### config.mk
export PLATFORM = sky130hd
export DESIGN_NAME = instr_fetch
export DESIGN_NICKNAME = d
export VERILOG_FILES = /design/src/rtl/instr_fetch.sv
export SDC_FILE = /design/constraint.sdc
export NUM_CORES = 1
export LEC_CHECK = 0
export CAP_MARGIN = 20
export CORE_ASPECT_RATIO = 0.8
export CORE_MARGIN = 3
export CORE_UTILIZATION = 53
export DETAILED_ROUTE_END_ITERATION = 7
export MAX_ROUTING_LAYER = met4
export PLACE_DENSITY = 0.8
export SLEW_MARGIN = 5
export SYNTH_ARGS = -nofsm -noshare
export SYNTH_HDL_FRONTEND = slang
export SYNTH_SLANG_ARGS = --single-unit
### constraint.sdc
create_clock -name clk -period 2.1 [get_ports clk]
set_input_delay 0.42 -clock clk [delete_from_list [all_inputs] [get_ports clk]]
set_output_delay 0.42 -clock clk [all_outputs]
set_load 0.005 [all_outputs]
### src/rtl/instr_fetch.sv
// Instruction fetch stage: reads opcode, arg1 and arg2 from byte-wide program memory
// at pc, pc+1 and pc+2, and presents them to the core as one qualified instruction.
module instr_fetch #(
   parameter int          ADDR_W     = 16,
   parameter logic [7:0]  NOP_OPCODE = 8'h00
) (
   input  logic              clk,
   input  logic              rst_n,
   input  logic [ADDR_W-1:0] pc,
   output logic [ADDR_W-1:0] mem_addr,
   output logic              mem_rd,
   input  logic [7:0]        mem_rdata,
   output logic [7:0]        op_code,
   output logic [7:0]        arg1,
   output logic [7:0]        arg2,
   output logic              instr_valid
);

   typedef enum logic [2:0] {IDLE, F0, F1, F2, F3, VALID} state_t;

   state_t            state_q, state_d;
   logic              haveInstr_q, haveInstr_d;
   logic [ADDR_W-1:0] fetchPc_q, fetchPc_d;
   logic [ADDR_W-1:0] memAddr_q, memAddr_d;
   logic              memRd_q, memRd_d;
   logic [7:0]        opByte_q, opByte_d;
   logic [7:0]        arg1Byte_q, arg1Byte_d;
   logic [7:0]        opCode_q, opCode_d;
   logic [7:0]        arg1Out_q, arg1Out_d;
   logic [7:0]        arg2Out_q, arg2Out_d;
   logic              valid_q, valid_d;
   logic              startFetch;

   always_ff @(posedge clk or negedge rst_n) begin
      if (!rst_n) begin
         state_q     <= IDLE;
         haveInstr_q <= 1'b0;
         fetchPc_q   <= '0;
         memAddr_q   <= '0;
         memRd_q     <= 1'b0;
         opByte_q    <= NOP_OPCODE;
         arg1Byte_q  <= NOP_OPCODE;
         opCode_q    <= NOP_OPCODE;
         arg1Out_q   <= NOP_OPCODE;
         arg2Out_q   <= NOP_OPCODE;
         valid_q     <= 1'b0;
      end else begin
         state_q     <= state_d;
         haveInstr_q <= haveInstr_d;
         fetchPc_q   <= fetchPc_d;
         memAddr_q   <= memAddr_d;
         memRd_q     <= memRd_d;
         opByte_q    <= opByte_d;
         arg1Byte_q  <= arg1Byte_d;
         opCode_q    <= opCode_d;
         arg1Out_q   <= arg1Out_d;
         arg2Out_q   <= arg2Out_d;
         valid_q     <= valid_d;
      end
   end

   // A pc change restarts the fetch from any state; the forced first fetch only
   // applies from IDLE, otherwise it would keep restarting its own fetch.
   assign startFetch = (pc != fetchPc_q) || ((state_q == IDLE) && !haveInstr_q);

   always_comb begin
      state_d     = state_q;
      haveInstr_d = haveInstr_q;
      fetchPc_d   = fetchPc_q;
      memAddr_d   = memAddr_q;
      memRd_d     = memRd_q;
      opByte_d    = opByte_q;
      arg1Byte_d  = arg1Byte_q;
      opCode_d    = opCode_q;
      arg1Out_d   = arg1Out_q;
      arg2Out_d   = arg2Out_q;
      valid_d     = valid_q;

      case (state_q)
         F0: begin
            memAddr_d = fetchPc_q + ADDR_W'(1);
            state_d   = F1;
         end
         F1: begin
            opByte_d  = mem_rdata;
            memAddr_d = fetchPc_q + ADDR_W'(2);
            state_d   = F2;
         end
         F2: begin
            arg1Byte_d = mem_rdata;
            memRd_d    = 1'b0;
            state_d    = F3;
         end
         F3: begin
            opCode_d    = opByte_q;
            arg1Out_d   = arg1Byte_q;
            arg2Out_d   = mem_rdata;
            valid_d     = 1'b1;
            haveInstr_d = 1'b1;
            state_d     = VALID;
         end
         default: ;
      endcase

      // Restart overrides normal progress so partial bytes never reach the outputs
      if (startFetch) begin
         fetchPc_d  = pc;
         memAddr_d  = pc;
         memRd_d    = 1'b1;
         valid_d    = 1'b0;
         opByte_d   = NOP_OPCODE;
         arg1Byte_d = NOP_OPCODE;
         opCode_d   = NOP_OPCODE;
         arg1Out_d  = NOP_OPCODE;
         arg2Out_d  = NOP_OPCODE;
         state_d    = F0;
      end
   end

   assign mem_addr    = memAddr_q;
   assign mem_rd      = memRd_q;
   assign op_code     = opCode_q;
   assign arg1        = arg1Out_q;
   assign arg2        = arg2Out_q;
   assign instr_valid = valid_q;

endmodule

==> metrics.yaml <==
cells_and_area:
  utilization: 0.735
  diodes: 0
  drive_gt1_frac: 0.275
  fillers: 510
  design_area_mm2: 0.00516
  nNetsFinal: 507
  seqCellArea_mm2: 0.00195
  multiInputGateArea_mm2: 0.00181
  area_growth_pct: 32.1
yosys:
  synth_area_leaders: "dfrtp_1 (50%), nand2_1 (9.1%), a21oi_2 (8.3%)"
  syn_area_per_cell_um2: 9.93
  yosysMostFrequentCell: "nand2_1"
  synthCells: 394
  yosys_warnings: 0
  synth_commonest_cells: "nand2_1 (95), dfrtp_1 (78), a21oi_2 (37), clkbuf_1 (27), o21ai_0 (15)"
  ys.flop_type: "dfrtp_1"
  synth.top_cell.area_share: 0.499
  yosys.area.top_type: "dfrtp_1"
  syn_area_mm2: 0.00391
  ys_seq_area_frac: 0.499
  synth-async-reset-ratio: 1.00
  ys_types: 48
  synth_nets: 422
  ys_ff_latch: 78
  synth_edf_count: 0
timing:
  slew_headroom: 0.629
  grt_setup_unrepaired: "yes"
  fin_worst_skew_ns: 0.00629
  min_period_ns: 2.08
  max_freq_mhz: 481
  setup_viol: 0
  hold_viol_final: 0
  slew_viol_final: 0
  worst_pin_slew_ns: 0.555
  period_share: 0.990
  finalSetupTns_ns: 0
  timing.hold.ws_ns: 0.0115
detailed_routing:
  ant_nets: 0
  totalWireLength_um: 9370
  drt_first_pass_iters: 4
  drtIter0Drc: 210
  drc_errors: 0
  vias: 3124
  via_per_inst: 5.47
  routedWlPerCell_um: 16.4
pwr:
  power_density_mw_per_mm2: 607
  power.leakage_uw: 0.00203
  fin_total_pwr_uw: 3130
  max-vdd-ir-drop_mv: 0.415
clock_tree:
  cts_made_buffers: 9
  cts_max_level: 3
  cts_buffer_depth: 2
  clk_latency_ns: 0.35
  cts_tree: "done"
  cts-root-buf: "clkbuf_8"
  clock-sinks: 78
  cts-hold-fix-buffers: 0
  cts_setup_buffers: 0
  path_clk_slew_ns: 0.08
global_routing:
  grtUsageTotal: 0.238
  grt_pass1_vias: 3130
  grt_start_max_net_pins: 46
  grt_pass1_wl_um: 15400
  antenna_found_initial: 0
  overflow: 0
critical_path:
  cp-start-kind: "input port"
  criticalPathCategory: "input port to flop"
  r2r_slack_ns: 0.04
  required_ns: 2.35
  cp.arrival_ns: 2.33
  critPathMaxFanout: 12
  ff2ff_path_depth: 7
  r2r_end: "mem_addr[4]"
  crit_path_end_kind: "flop"
  endpoint: "mem_rd"
  timing.rr.start: "fetchPc_q[8]"
  startpoint: "pc[0]"
die:
  num_rows: 27
  initial_core_util: 0.557
  dieArea_mm2: 0.00845
  core_mm2: 0.00703
  io_pins: 68
  chipWidth_um: 102
  die_h_um: 82.8
status:
  status: "complete, no violations"
placement:
  dp_hpwl_um: 6520
  portBuffers: 67
  placed_area_mm2: 0.00484
  gp_congestion: 0.854
worst_hold_path:
  min_path_type: "input port to asynchronous set/reset pin"
flow_run:
  maxCapViolations: 0
## where the power goes
group	switching, µW	total, µW	internal, µW
clock	569	1280	710
combinational	144	297	153
sequential	25.9	1560	1530
total	739	3130	2390
## cells by family (layout without fill, tap and decap cells)
kind of cell               after synthesis  after routing  synth area share
muxes                                   18             18            0.0505
AOI/OAI and AO/OA                       77             77             0.148
adders and majority gates                2              2           0.00640
buffers and inverters                   42            131            0.0563
xor gates and xnor gates                22             22            0.0493
DFF                                     78             78             0.499
and+or+nand+nor                        155            156             0.190
## placed cells by master, fill, tap and decap left out, types with 5 or more instances in the layout
cell type / n
nor2_1: 14
a21oi_1: 7
buf_4: 41
a31oi_1: 7
mux2_2: 13
dfrtp_1: 76
or3_1: 7
clkbuf_8: 10
nand3_1: 5
xor2_1: 9
o21ai_0: 15
xnor2_1: 8
nand2_1: 95
clkdlybuf4s50_1: 60
a21oi_2: 37
## repair_timing
| action | 4_1_cts | 5_1_grt |
|---|---|---|
| gates cloned | 1 | 0 |
| pin swaps | 5 | 9 |
| setup endpoints to repair | 50 | 57 |
| gates resized for setup | 9 | 12 |
## layer usage
layer,global-route usage,up-vias,share of wire
met3,0.0512,8,0.048
met2,0.355,79,0.48
met5,-,-,0
li1,-,1503,-
met4,0.0489,0,0.0085
met1,0.340,1534,0.46
## critical path: stages
cell             delay, ns
clkdlybuf4s50_1       0.46
xor2_1                0.19
nor4_2                0.24
nand3_1               0.19
or3_4                 0.50
buf_12                0.18
a21o_1                0.15
## worst min-delay path by stage
stage               startpoint            end  slack (ns)  depth (start not counted)
floorplan                rst_n  arg1Byte_q[0]        0.12                          0
detailed placement       rst_n    mem_addr[3]        0.39                          1
global route             rst_n    instr_valid        0.03                          1
finish                   rst_n    mem_addr[3]        0.01                          1
CTS                      rst_n    mem_addr[3]       0.009                          1
global placement         rst_n    mem_addr[5]        0.40                          1
## flip-flops by register name, indices dropped and copies added (netlist names)
register / cells
fetchPc_q: 16
opByte_q: 8
instr_valid: 1
mem_rd: 1
arg1Byte_q: 8
op_code: 8
arg1: 8
mem_addr: 16
haveInstr_q: 1
arg2: 8
state_q: 3
## through the flow
stage,cells,setup WS (ns)
after floorplan,394,0.189
after global placement,554,-0.503
after detailed placement,554,-0.643
after CTS,571,-0.00872
after global routing,571,-0.0364
final,571,0.0212
## layout make-up
type	count	area share
Sequential cell	78	0.378
Multi-Input combinational cell	275	0.351
Timing Repair Buffer	111	0.202
Clock buffer	10	0.0266
Tap cell	87	0.0211
Clock inverter	6	0.0179
Inverter	4	0.00291
(Power assumes the default switching activity.)
